--- src/rtl/ui_input_ctrl_if.sv ---
// ui_input_ctrl_if: raw board controls in, conditioned UI results out.
// The board (or a bench) sits on the master side; ui_input_ctrl sits on the slave side.
interface ui_input_ctrl_if #(
  parameter int LOG_BOARD_SIZE = 6,
  parameter int LOG_MAX_SPEED  = 4
);
  logic [15:0]               sw_in;
  logic                      btnu_in;
  logic                      btnd_in;
  logic                      btnl_in;
  logic                      btnr_in;
  logic                      btnc_in;
  logic                      click_out;
  logic [LOG_MAX_SPEED-1:0]  speed_out;
  logic [LOG_BOARD_SIZE-1:0] cursor_x_out;
  logic [LOG_BOARD_SIZE-1:0] cursor_y_out;
  logic [LOG_BOARD_SIZE-1:0] view_x_out;
  logic [LOG_BOARD_SIZE-1:0] view_y_out;

  // Board side: drives switches and buttons, observes cursor, view, speed and click.
  modport master (
    output sw_in, btnu_in, btnd_in, btnl_in, btnr_in, btnc_in,
    input  click_out, speed_out, cursor_x_out, cursor_y_out, view_x_out, view_y_out
  );

  // Controller side.
  modport slave (
    input  sw_in, btnu_in, btnd_in, btnl_in, btnr_in, btnc_in,
    output click_out, speed_out, cursor_x_out, cursor_y_out, view_x_out, view_y_out
  );
endinterface

--- src/rtl/ui_input_ctrl.sv ---
// ui_input_ctrl: Game of Life user-control front end.
// Synchronises and debounces the five buttons, turns U/D/L/R into cursor steps with
// hold-to-repeat, emits a one-cycle click for the centre button, passes the speed
// switches through a synchroniser, and scrolls a viewport that follows the cursor
// on a toroidal N x N board (N = 2**LOG_BOARD_SIZE).
// Optional build macro UI_ACCEL_EN: from the 8th auto-repeat step of a held
// direction onward, each step moves 4 cells instead of 1.
module ui_input_ctrl #(
  parameter int LOG_BOARD_SIZE  = 6,
  parameter int LOG_MAX_SPEED   = 4,
  parameter int VIEW_W          = 16,
  parameter int VIEW_H          = 12,
  parameter int DEBOUNCE_CYCLES = 500000,
  parameter int REPEAT_DELAY    = 25000000,
  parameter int REPEAT_PERIOD   = 5000000
) (
  input logic            clk_in,
  input logic            rst_in,
  ui_input_ctrl_if.slave bus
);

  localparam int LB    = LOG_BOARD_SIZE;
  localparam int N     = 1 << LB;
  localparam int NB    = 5;  // buttons: U, D, L, R, C
  localparam int ND    = 4;  // direction buttons
  localparam int BTN_U = 0;
  localparam int BTN_D = 1;
  localparam int BTN_L = 2;
  localparam int BTN_R = 3;
  localparam int BTN_C = 4;
  localparam int DBW   = $clog2(DEBOUNCE_CYCLES + 1);
  localparam int RCMAX = (REPEAT_DELAY > REPEAT_PERIOD) ? REPEAT_DELAY : REPEAT_PERIOD;
  localparam int RCW   = $clog2(RCMAX + 1);

  localparam logic [LB-1:0] CURSOR_RST = LB'(N / 2);
  localparam logic [LB-1:0] VIEW_X_RST = LB'(N / 2 - VIEW_W / 2);
  localparam logic [LB-1:0] VIEW_Y_RST = LB'(N / 2 - VIEW_H / 2);
  localparam logic [LB-1:0] VIEW_W_M1  = LB'(VIEW_W - 1);
  localparam logic [LB-1:0] VIEW_H_M1  = LB'(VIEW_H - 1);

  typedef enum logic [1:0] {ST_IDLE, ST_DELAY, ST_REPEAT} dir_state_t;

  logic [NB-1:0]            w_btn_raw;
  logic [NB-1:0]            r_btn_s1;
  logic [NB-1:0]            r_btn_s2;
  logic [LOG_MAX_SPEED-1:0] r_sw_s1;
  logic [LOG_MAX_SPEED-1:0] r_speed;
  logic [DBW-1:0]           r_db_cnt [NB];
  logic [NB-1:0]            r_db;
  logic [NB-1:0]            r_db_prev;
  logic [NB-1:0]            w_rise;
  dir_state_t               r_state [ND];
  logic [RCW-1:0]           r_rcnt [ND];
  logic [ND-1:0]            r_step;
`ifdef UI_ACCEL_EN
  logic [3:0]               r_rep_cnt [ND];
  logic [ND-1:0]            r_big;
`endif
  logic [LB-1:0]            w_mag [ND];
  logic                     w_x_pos;
  logic                     w_x_neg;
  logic                     w_y_pos;
  logic                     w_y_neg;
  logic [LB-1:0]            r_cursor_x;
  logic [LB-1:0]            r_cursor_y;
  logic                     r_last_x_pos;
  logic                     r_last_y_pos;
  logic [LB-1:0]            w_dist_x;
  logic [LB-1:0]            w_dist_y;
  logic [LB-1:0]            r_view_x;
  logic [LB-1:0]            r_view_y;
  logic                     r_click;
  logic                     w_unused_sw;

  assign w_btn_raw   = {bus.btnc_in, bus.btnr_in, bus.btnl_in, bus.btnd_in, bus.btnu_in};
  assign w_unused_sw = ^bus.sw_in[15:LOG_MAX_SPEED];

  // Two-flop synchronisers for the raw buttons and the speed switches.
  always_ff @(posedge clk_in) begin
    // NOTE: sequential state is always assigned with <= so every flop samples the
    // pre-edge value of its neighbours, exactly like the hardware pipeline.
    if (rst_in) begin
      r_btn_s1 <= '0;
      r_btn_s2 <= '0;
      r_sw_s1  <= '0;
      r_speed  <= '0;
    end else begin
      r_btn_s1 <= w_btn_raw;
      r_btn_s2 <= r_btn_s1;
      r_sw_s1  <= bus.sw_in[LOG_MAX_SPEED-1:0];
      r_speed  <= r_sw_s1;
    end
  end

  // Debouncers: a level follows its synchronised input only after DEBOUNCE_CYCLES
  // consecutive disagreeing cycles; any agreeing cycle restarts the count.
  always_ff @(posedge clk_in) begin
    if (rst_in) begin
      r_db      <= '0;
      r_db_prev <= '0;
      // NOTE: these small counter arrays are plain flops, not a RAM, so they are
      // reset like any other register.
      for (int i = 0; i < NB; i++) r_db_cnt[i] <= '0;
    end else begin
      r_db_prev <= r_db;
      for (int i = 0; i < NB; i++) begin
        if (r_btn_s2[i] == r_db[i]) begin
          r_db_cnt[i] <= '0;
        end else if (r_db_cnt[i] == DBW'(DEBOUNCE_CYCLES - 1)) begin
          r_db[i]     <= r_btn_s2[i];
          r_db_cnt[i] <= '0;
        end else begin
          r_db_cnt[i] <= r_db_cnt[i] + DBW'(1);
        end
      end
    end
  end

  assign w_rise = r_db & ~r_db_prev;

  // Direction FSMs: step on press, again after REPEAT_DELAY, then every REPEAT_PERIOD.
  always_ff @(posedge clk_in) begin
    if (rst_in) begin
      r_step <= '0;
      for (int i = 0; i < ND; i++) begin
        r_state[i] <= ST_IDLE;
        r_rcnt[i]  <= '0;
      end
`ifdef UI_ACCEL_EN
      r_big <= '0;
      for (int i = 0; i < ND; i++) r_rep_cnt[i] <= '0;
`endif
    end else begin
      for (int i = 0; i < ND; i++) begin
        r_step[i] <= 1'b0;
`ifdef UI_ACCEL_EN
        r_big[i]  <= 1'b0;
`endif
        if (!r_db[i]) begin
          r_state[i] <= ST_IDLE;
          r_rcnt[i]  <= '0;
`ifdef UI_ACCEL_EN
          r_rep_cnt[i] <= '0;
`endif
        end else begin
          case (r_state[i])
            ST_IDLE: begin
              if (w_rise[i]) begin
                r_step[i]  <= 1'b1;
                r_state[i] <= ST_DELAY;
                r_rcnt[i]  <= '0;
              end
            end
            ST_DELAY: begin
              if (r_rcnt[i] == RCW'(REPEAT_DELAY - 1)) begin
                r_step[i]  <= 1'b1;
                r_state[i] <= ST_REPEAT;
                r_rcnt[i]  <= '0;
              end else begin
                r_rcnt[i] <= r_rcnt[i] + RCW'(1);
              end
            end
            ST_REPEAT: begin
              if (r_rcnt[i] == RCW'(REPEAT_PERIOD - 1)) begin
                r_step[i] <= 1'b1;
                r_rcnt[i] <= '0;
`ifdef UI_ACCEL_EN
                // Repeats seen so far saturate at 8; the 8th and later are large steps.
                if (r_rep_cnt[i] != 4'd8) r_rep_cnt[i] <= r_rep_cnt[i] + 4'd1;
                r_big[i] <= (r_rep_cnt[i] >= 4'd7);
`endif
              end else begin
                r_rcnt[i] <= r_rcnt[i] + RCW'(1);
              end
            end
            default: r_state[i] <= ST_IDLE;
          endcase
        end
      end
    end
  end

  // Step magnitude per direction for this cycle (0 when no step is emitted).
  always_comb begin
    for (int i = 0; i < ND; i++) begin
      // NOTE: default first so every path assigns w_mag and no latch is inferred.
      w_mag[i] = '0;
      if (r_step[i]) begin
`ifdef UI_ACCEL_EN
        w_mag[i] = r_big[i] ? LB'(4) : LB'(1);
`else
        w_mag[i] = LB'(1);
`endif
      end
    end
  end

  assign w_x_pos = (w_mag[BTN_R] > w_mag[BTN_L]);
  assign w_x_neg = (w_mag[BTN_R] < w_mag[BTN_L]);
  assign w_y_pos = (w_mag[BTN_D] > w_mag[BTN_U]);
  assign w_y_neg = (w_mag[BTN_D] < w_mag[BTN_U]);

  // Cursor: apply this cycle's steps; opposite steps cancel; natural wrap mod N.
  always_ff @(posedge clk_in) begin
    if (rst_in) begin
      r_cursor_x   <= CURSOR_RST;
      r_cursor_y   <= CURSOR_RST;
      r_last_x_pos <= 1'b0;
      r_last_y_pos <= 1'b0;
    end else begin
      r_cursor_x <= r_cursor_x + w_mag[BTN_R] - w_mag[BTN_L];
      r_cursor_y <= r_cursor_y + w_mag[BTN_D] - w_mag[BTN_U];
      if (w_x_pos)      r_last_x_pos <= 1'b1;
      else if (w_x_neg) r_last_x_pos <= 1'b0;
      if (w_y_pos)      r_last_y_pos <= 1'b1;
      else if (w_y_neg) r_last_y_pos <= 1'b0;
    end
  end

  assign w_dist_x = r_cursor_x - r_view_x;
  assign w_dist_y = r_cursor_y - r_view_y;

  // Viewport: when the cursor falls outside the window, snap the leading edge onto it.
  always_ff @(posedge clk_in) begin
    if (rst_in) begin
      r_view_x <= VIEW_X_RST;
      r_view_y <= VIEW_Y_RST;
    end else begin
      if (32'(w_dist_x) >= 32'(VIEW_W))
        r_view_x <= r_last_x_pos ? (r_cursor_x - VIEW_W_M1) : r_cursor_x;
      if (32'(w_dist_y) >= 32'(VIEW_H))
        r_view_y <= r_last_y_pos ? (r_cursor_y - VIEW_H_M1) : r_cursor_y;
    end
  end

  // Click: one cycle after the centre button's debounced rising edge.
  always_ff @(posedge clk_in) begin
    if (rst_in) r_click <= 1'b0;
    else        r_click <= w_rise[BTN_C];
  end

  assign bus.click_out    = r_click;
  assign bus.speed_out    = r_speed;
  assign bus.cursor_x_out = r_cursor_x;
  assign bus.cursor_y_out = r_cursor_y;
  assign bus.view_x_out   = r_view_x;
  assign bus.view_y_out   = r_view_y;

endmodule

--- src/flat_wrapper.sv ---
// flat-port wrapper written by rule: the top's interface ports become plain ports
module ui_input_ctrl_flat 
#(
  parameter int LOG_BOARD_SIZE  = 6,
  parameter int LOG_MAX_SPEED   = 4,
  parameter int VIEW_W          = 16,
  parameter int VIEW_H          = 12,
  parameter int DEBOUNCE_CYCLES = 500000,
  parameter int REPEAT_DELAY    = 25000000,
  parameter int REPEAT_PERIOD   = 5000000
)
  (clk_in, rst_in, bus_sw_in, bus_btnu_in, bus_btnd_in, bus_btnl_in, bus_btnr_in, bus_btnc_in, bus_click_out, bus_speed_out, bus_cursor_x_out, bus_cursor_y_out, bus_view_x_out, bus_view_y_out);
  ui_input_ctrl_if #(.LOG_BOARD_SIZE(LOG_BOARD_SIZE), .LOG_MAX_SPEED(LOG_MAX_SPEED)) bus_i ();
  input logic clk_in;
  input logic rst_in;
  input wire logic [$bits(bus_i.sw_in)-1:0] bus_sw_in;
  input wire logic [$bits(bus_i.btnu_in)-1:0] bus_btnu_in;
  input wire logic [$bits(bus_i.btnd_in)-1:0] bus_btnd_in;
  input wire logic [$bits(bus_i.btnl_in)-1:0] bus_btnl_in;
  input wire logic [$bits(bus_i.btnr_in)-1:0] bus_btnr_in;
  input wire logic [$bits(bus_i.btnc_in)-1:0] bus_btnc_in;
  output wire logic [$bits(bus_i.click_out)-1:0] bus_click_out;
  output wire logic [$bits(bus_i.speed_out)-1:0] bus_speed_out;
  output wire logic [$bits(bus_i.cursor_x_out)-1:0] bus_cursor_x_out;
  output wire logic [$bits(bus_i.cursor_y_out)-1:0] bus_cursor_y_out;
  output wire logic [$bits(bus_i.view_x_out)-1:0] bus_view_x_out;
  output wire logic [$bits(bus_i.view_y_out)-1:0] bus_view_y_out;
  assign bus_i.sw_in = bus_sw_in;
  assign bus_i.btnu_in = bus_btnu_in;
  assign bus_i.btnd_in = bus_btnd_in;
  assign bus_i.btnl_in = bus_btnl_in;
  assign bus_i.btnr_in = bus_btnr_in;
  assign bus_i.btnc_in = bus_btnc_in;
  assign bus_click_out = bus_i.click_out;
  assign bus_speed_out = bus_i.speed_out;
  assign bus_cursor_x_out = bus_i.cursor_x_out;
  assign bus_cursor_y_out = bus_i.cursor_y_out;
  assign bus_view_x_out = bus_i.view_x_out;
  assign bus_view_y_out = bus_i.view_y_out;
  ui_input_ctrl #(.LOG_BOARD_SIZE(LOG_BOARD_SIZE), .LOG_MAX_SPEED(LOG_MAX_SPEED), .VIEW_W(VIEW_W), .VIEW_H(VIEW_H), .DEBOUNCE_CYCLES(DEBOUNCE_CYCLES), .REPEAT_DELAY(REPEAT_DELAY), .REPEAT_PERIOD(REPEAT_PERIOD)) u_core (.clk_in(clk_in), .rst_in(rst_in), .bus(bus_i));
endmodule
--- config.mk ---
export PLATFORM = sky130hd
export DESIGN_NAME = ui_input_ctrl_flat
export DESIGN_NICKNAME = d
export VERILOG_FILES = /design/src/rtl/ui_input_ctrl_if.sv /design/src/rtl/ui_input_ctrl.sv /design/src/flat_wrapper.sv
export SDC_FILE = /design/constraint.sdc
export NUM_CORES = 1
export LEC_CHECK = 0
export CAP_MARGIN = 20
export CORE_MARGIN = 5
export CORE_UTILIZATION = 43
export CTS_BUF_LIST = sky130_fd_sc_hd__clkbuf_16
export DETAILED_ROUTE_END_ITERATION = 10
export PLACE_DENSITY_LB_ADDON = 0.15
export SYNTH_ARGS = -nofsm -noshare
export SYNTH_HDL_FRONTEND = slang
export SYNTH_SLANG_ARGS = --single-unit
--- constraint.sdc ---
create_clock -name clk_in -period 3 [get_ports clk_in]
set_input_delay 0.3 -clock clk_in [delete_from_list [all_inputs] [get_ports clk_in]]
set_output_delay 0.3 -clock clk_in [all_outputs]
set_load 0.03 [all_outputs]
* Word-level counts from Yosys, hierarchy flattened *
Memory sizes are Yosys's and may differ from the RTL's.
Index checks and enable logic that the tools add are counted.

word-level totals
  output and inout port bits = 29
  memories kept = 3
  latch bits = 0
  bits of input ports = 23
  RAM bits = 203
  logic and storage cells = 412
  bits in read-only memories = 0
  register bits after elaboration = 59

operators by class
  reduce and logical (&&, ||, !) cells = 19
  bitwise logic cells = 66
  equal/unequal tests = 26
  shift operators = 0
  order comparisons = 6
  muxes and demuxes = 254
  multipliers = 0
  divide/modulo/power cells = 0
  add/subtract/negate cells = 17

memory list
  memory           words  bits a word  read ports  clocked after Yosys merged registers in  write ports  line                 text
  u_core.r_rcnt    4      25           4           0                                        4            ui_input_ctrl.sv:53  logic [RCW-1:0] r_rcnt [ND];
  u_core.r_db_cnt  5      19           5           0                                        5            ui_input_ctrl.sv:48  logic [DBW-1:0] r_db_cnt [NB];
  u_core.r_state   4      2            4           0                                        4            ui_input_ctrl.sv:52  dir_state_t r_state [ND];

operators with widths
  operator               count
  $mux 25                24
  $mux 19                15
  $mux 1                 193
  $add 25x1->25 const B  4
  $eq 25x23->1 const B   4
  $eq 25x25->1 const B   4
  $add 19x1->19 const B  5
  $eq 19x19->1 const B   5
  $or 1x1->1             55
  $mux 2                 16
  $add 6x1->6            2
  $mux 6                 2
  $pmux 1 s3             4
  $reduce_or 3->1        4
  $sub 6x1->6            2
  $sub 6x4->6 const B    2
  $sub 6x6->6            2
  $reduce_and 2->1       5
  $not 1->1              9
  $eq 2x1->1 const B     4
  $eq 2x2->1 const B     4
  $logic_not 2->1        4
  $reduce_or 2->1        4
  $ge 6x4->1 const B     1
  other kinds (7)        14

* Depth between registers and ports, before layout *
  word-level depth = 12
  mapped depth = 11

* Worst setup path after synthesis *
OpenSTA, ideal clock, no wires.

  path kind = reg-to-reg
  from = register u_core.r_cursor_y[0], in the netlist u_core.bus.cursor_y_out[0]
  to = register u_core.r_view_y[1], in the netlist u_core.bus.view_y_out[1]
  buffers on the path = 0
  data arrival time = 2.406 ns
  setup slack = 0.522 ns
  clock period less this slack = 2.478 ns
  stages on the path, launching flop included = 10
  setup time = 0.072 ns
  path through = dfxtp_1 -> inv_1 -> ha_1 -> fa_1 -> nor2b_1 -> o21ai_0 -> a221oi_1 -> o211ai_1 -> nor2_1 -> mux2i_1

between the ends
  cells in the longest elaborated chain, start to end = 2
  elaborated cells on any way between the ends = 4

RTL lines
  element                                     line                                        text
  from (decl)                                 ui_input_ctrl.sv:65                         logic [LB-1:0] r_cursor_y;
  from (signal assigned)                      ui_input_ctrl.sv:212                        r_cursor_y <= r_cursor_y + w_mag[BTN_D] - w_mag[BTN_U];
  $sub 6x6->6 or $sub 6x4->6 (tied branches)  ui_input_ctrl.sv:221, ui_input_ctrl.sv:232
  $ge 6x4->1 or $mux 6 (tied branches)        ui_input_ctrl.sv:231, ui_input_ctrl.sv:232
  to (signal assigned)                        ui_input_ctrl.sv:232                        r_view_y <= r_last_y_pos ? (r_cursor_y - VIEW_H_M1) : r_cursor_y;
  to (decl)                                   ui_input_ctrl.sv:71                         logic [LB-1:0] r_view_y;

Parallel ways exist; a longest one is shown, timed or not.
A chain may end at the register's enable or synchronous reset.

* Worst setup path in the final report *
  from = register u_core.r_cursor_y[0], in the netlist u_core.bus.cursor_y_out[0]
  to = register u_core.r_view_y[4], in the netlist u_core.bus.view_y_out[4]

Same word-level chain as after synthesis.

==> impl_metrics.json <==
{
  "slew_headroom": 0.561,
  "rsz0062_at_grt": "false",
  "syn_inst": 1372,
  "status": "complete, no violations",
  "final-hold-violation-count": 0,
  "n_fill_cell": 2966,
  "final-seq-area_sq_mm": 0.00728,
  "crit_path_max_fanout": 6,
  "power_leakage_nw": 5.84,
  "cts_resized": 0,
  "min_path_type": "input pin to flop",
  "cp_slowest_stage_delay_ns": 0.42,
  "row_count": 65,
  "grt_usage": 0.140,
  "cts_tree": "built",
  "yosysWarnings": 0,
  "area_delta_synth_final_pct": 15.6,
  "worstPathCellList": "inv_1 > ha_1 > fa_1 > nor2b_1 > o21ai_0 > a221oi_1 > o211ai_1 > nor2_1 > mux2i_1",
  "core_area_sq_mm": 0.0317,
  "cp_slowest_cell": "fa_1",
  "syn-cell-area_sq_mm": 0.0139,
  "cts_root_buf": "clkbuf_16",
  "die_w_um": 190,
  "fin_crit_sh": 0.874,
  "drive_gt1_frac": 0.0488,
  "insertion_delay_ns": 0.55,
  "antenna_found_initial": 0,
  "grt_pass1_vias": 9311,
  "cts-buffers-inserted": 30,
  "power-per-cell-area_mw_per_mm2": 522,
  "vias": 9482,
  "syn_avg_cell_area_sq_um": 10.1,
  "grt_remaining_overflow": 0,
  "synth.distinct_cells": 59,
  "start_kind": "flop",
  "ctsHoldBuffers": 0,
  "hpwl_mm": 17.2,
  "crit_required_ns": 3.47,
  "worst-setup-path-type": "flop to flop",
  "finalSetupTns_ns": 0,
  "fin_skew_ns": 0.00994,
  "viasPerCell": 4.89,
  "slew_violations": 0,
  "maxCapViolCount": 0,
  "clkSinkCount": 262,
  "arrival_ns": 3.09,
  "synth_edf_count": 203,
  "synth_flop_cell": "edfxtp_1",
  "ir_worst_vdd_mv": 0.426,
  "globalplace.congestion": 0.764,
  "htree_levels": 1,
  "setup_viol": 0,
  "io_pins": 52,
  "postCtsSetupRepairBufs": 0,
  "wl_mm": 25.0,
  "grt_pass1_wl_mm": 43.6,
  "multi_input_area_sq_mm": 0.00660,
  "portBuffers": 39,
  "drc": 0,
  "dr.pass1.iters": 4,
  "clock_path_buffers": 3,
  "dr.first_iter.drc_count": 459,
  "die_area_sq_mm": 0.0360,
  "ys_ff_latch": 262,
  "start_util": 0.439,
  "crit_family": "compound AO/OA/AOI/OAI gates",
  "fin_crit_ns": 2.62,
  "wl_per_cell_um": 12.9,
  "clkSlewWorstSetupHoldPaths_ns": 0.06,
  "endpoint_kind": "flop",
  "async_reset_ff_frac": 0,
  "timing.fmax_mhz": 382,
  "hold_slack_ns": 0.133,
  "seq_area_frac_synth": 0.523,
  "tightest_slew_ns": 0.658,
  "grt_max_degree": 26,
  "critPathBufInv": 1,
  "diodes": 0,
  "drtAntennaViolNets": 0,
  "layout.nets": 1578,
  "die_y_um": 190
}
worst paths after layout:
path                                    startpoint                               endpoint  slack (ns)  depth (start not counted)
max          u_core.bus.cursor_y_out[0]$_SDFF_PP0_  u_core.bus.view_y_out[4]$_SDFFE_PP1P_        0.38                          9
min                                         rst_in  u_core.bus.cursor_x_out[3]$_SDFF_PP0_        0.13                          2
max reg2reg  u_core.bus.cursor_y_out[0]$_SDFF_PP0_  u_core.bus.view_y_out[4]$_SDFFE_PP1P_        0.38                          9
min reg2reg         u_core.r_db_prev[4]$_SDFF_PP0_        u_core.bus.click_out$_SDFF_PP0_        0.39                          1
registers in the layout (all words and copies together), names as in the netlist, 4 cells and up:
register,count
u_core.bus.cursor_x_out,6
u_core.bus.cursor_y_out,6
u_core.bus.speed_out,4
u_core.bus.view_x_out,6
u_core.bus.view_y_out,6
u_core.r_btn_s1,5
u_core.r_btn_s2,5
u_core.r_db,5
u_core.r_db_cnt,95
u_core.r_db_prev,5
u_core.r_rcnt,100
u_core.r_state,8
u_core.r_step,4
u_core.r_sw_s1,4
power breakdown:
group	total, mW	switching (mW)	internal [mW]
Sequential	4.12	0.112	4.00
Clock	3.52	1.41	2.10
Combinational	0.761	0.432	0.329
Total	8.39	1.96	6.44
routing by layer:
layer | global-route usage | wire, um
met5 | 0 | 0
met1 | 0.195 | 12300
met3 | 0.0253 | 994
met2 | 0.230 | 11200
met4 | 0.0292 | 486
worst reg2reg max path, cell delays in order (launching register included):
cell and delay (ns):
dfxtp_1 0.41, inv_1 0.09, ha_1 0.21, fa_1 0.42, nor2b_1 0.18, o21ai_0 0.11, a221oi_1 0.26, o211ai_1 0.27
nor2_1 0.38, mux2i_1 0.22
per-stage QoR:
stage	setup slack (ns)	area (sq um)	power, mW	std cells	util
finish	0.379	16100	8.39	1940	0.507
floorplan	0.522	14300	4.70	1466	-
global route	0.187	16100	8.79	1940	0.507
detailed placement	0.388	15100	4.95	1884	0.477
global placement	0.434	15100	4.94	1884	0.477
CTS	0.376	16100	8.53	1940	0.507
kinds of logic after synthesis:
kind of cell | synth area share
simple gates | 0.244
buf+inv | 0.0277
flops | 0.523
fa+ha+maj | 0.0385
mux | 0.00863
other cells | 0.000270
compound gates | 0.0282
xor+xnor | 0.129
layout by cell type (no fill, tap or decap), types with 7 or more instances in the layout:
cell             Yosys  layout
nor3_1              27      27
nor3b_1              7       7
nor2_1             286     286
inv_1               54      66
and4_1              14      14
a21oi_1             14      14
conb_1               1      95
xnor2_1             82      82
nand4_1             40      40
dfxtp_1             59      59
ha_1                38      38
nand2_1             99      99
and3_1              29      29
edfxtp_1           203     203
or3_1                9       9
and2_1               8       8
nor4b_1             12      12
nor2b_1             26      26
o21ai_0             12      12
nand3_1             86      86
or2_2                8       8
clkdlybuf4s50_1      0      38
mux2i_1             12      12
buf_4                0      17
nand2b_1            12      12
xor2_1             123     123
clkbuf_16            0      31
a211oi_1             7       7
nor4_1              17      17
cells in the mapped netlist, drive strengths merged, types with 26 or more instances:
library cell,n,share of area
nor2,286,0.077
edfxtp,203,0.44
xor2,123,0.077
nand2,99,0.027
nand3,87,0.032
xnor2,82,0.052
dfxtp,59,0.085
inv,54,0.015
nand4,40,0.018
ha,38,0.034
and3,29,0.013
clkbuf,27,0.0073
nor3,27,0.0097
nor2b,26,0.012
area by class of cell:
class,count,share of cell area
clock inverter,25,0.0113
multi-input combinational,1109,0.411
sequential,262,0.453
tap,402,0.0313
inverter,54,0.0126
clock buffer,31,0.0483
timing repair buffer,57,0.0332
No activity file was read; power rests on OpenSTA's default activity.
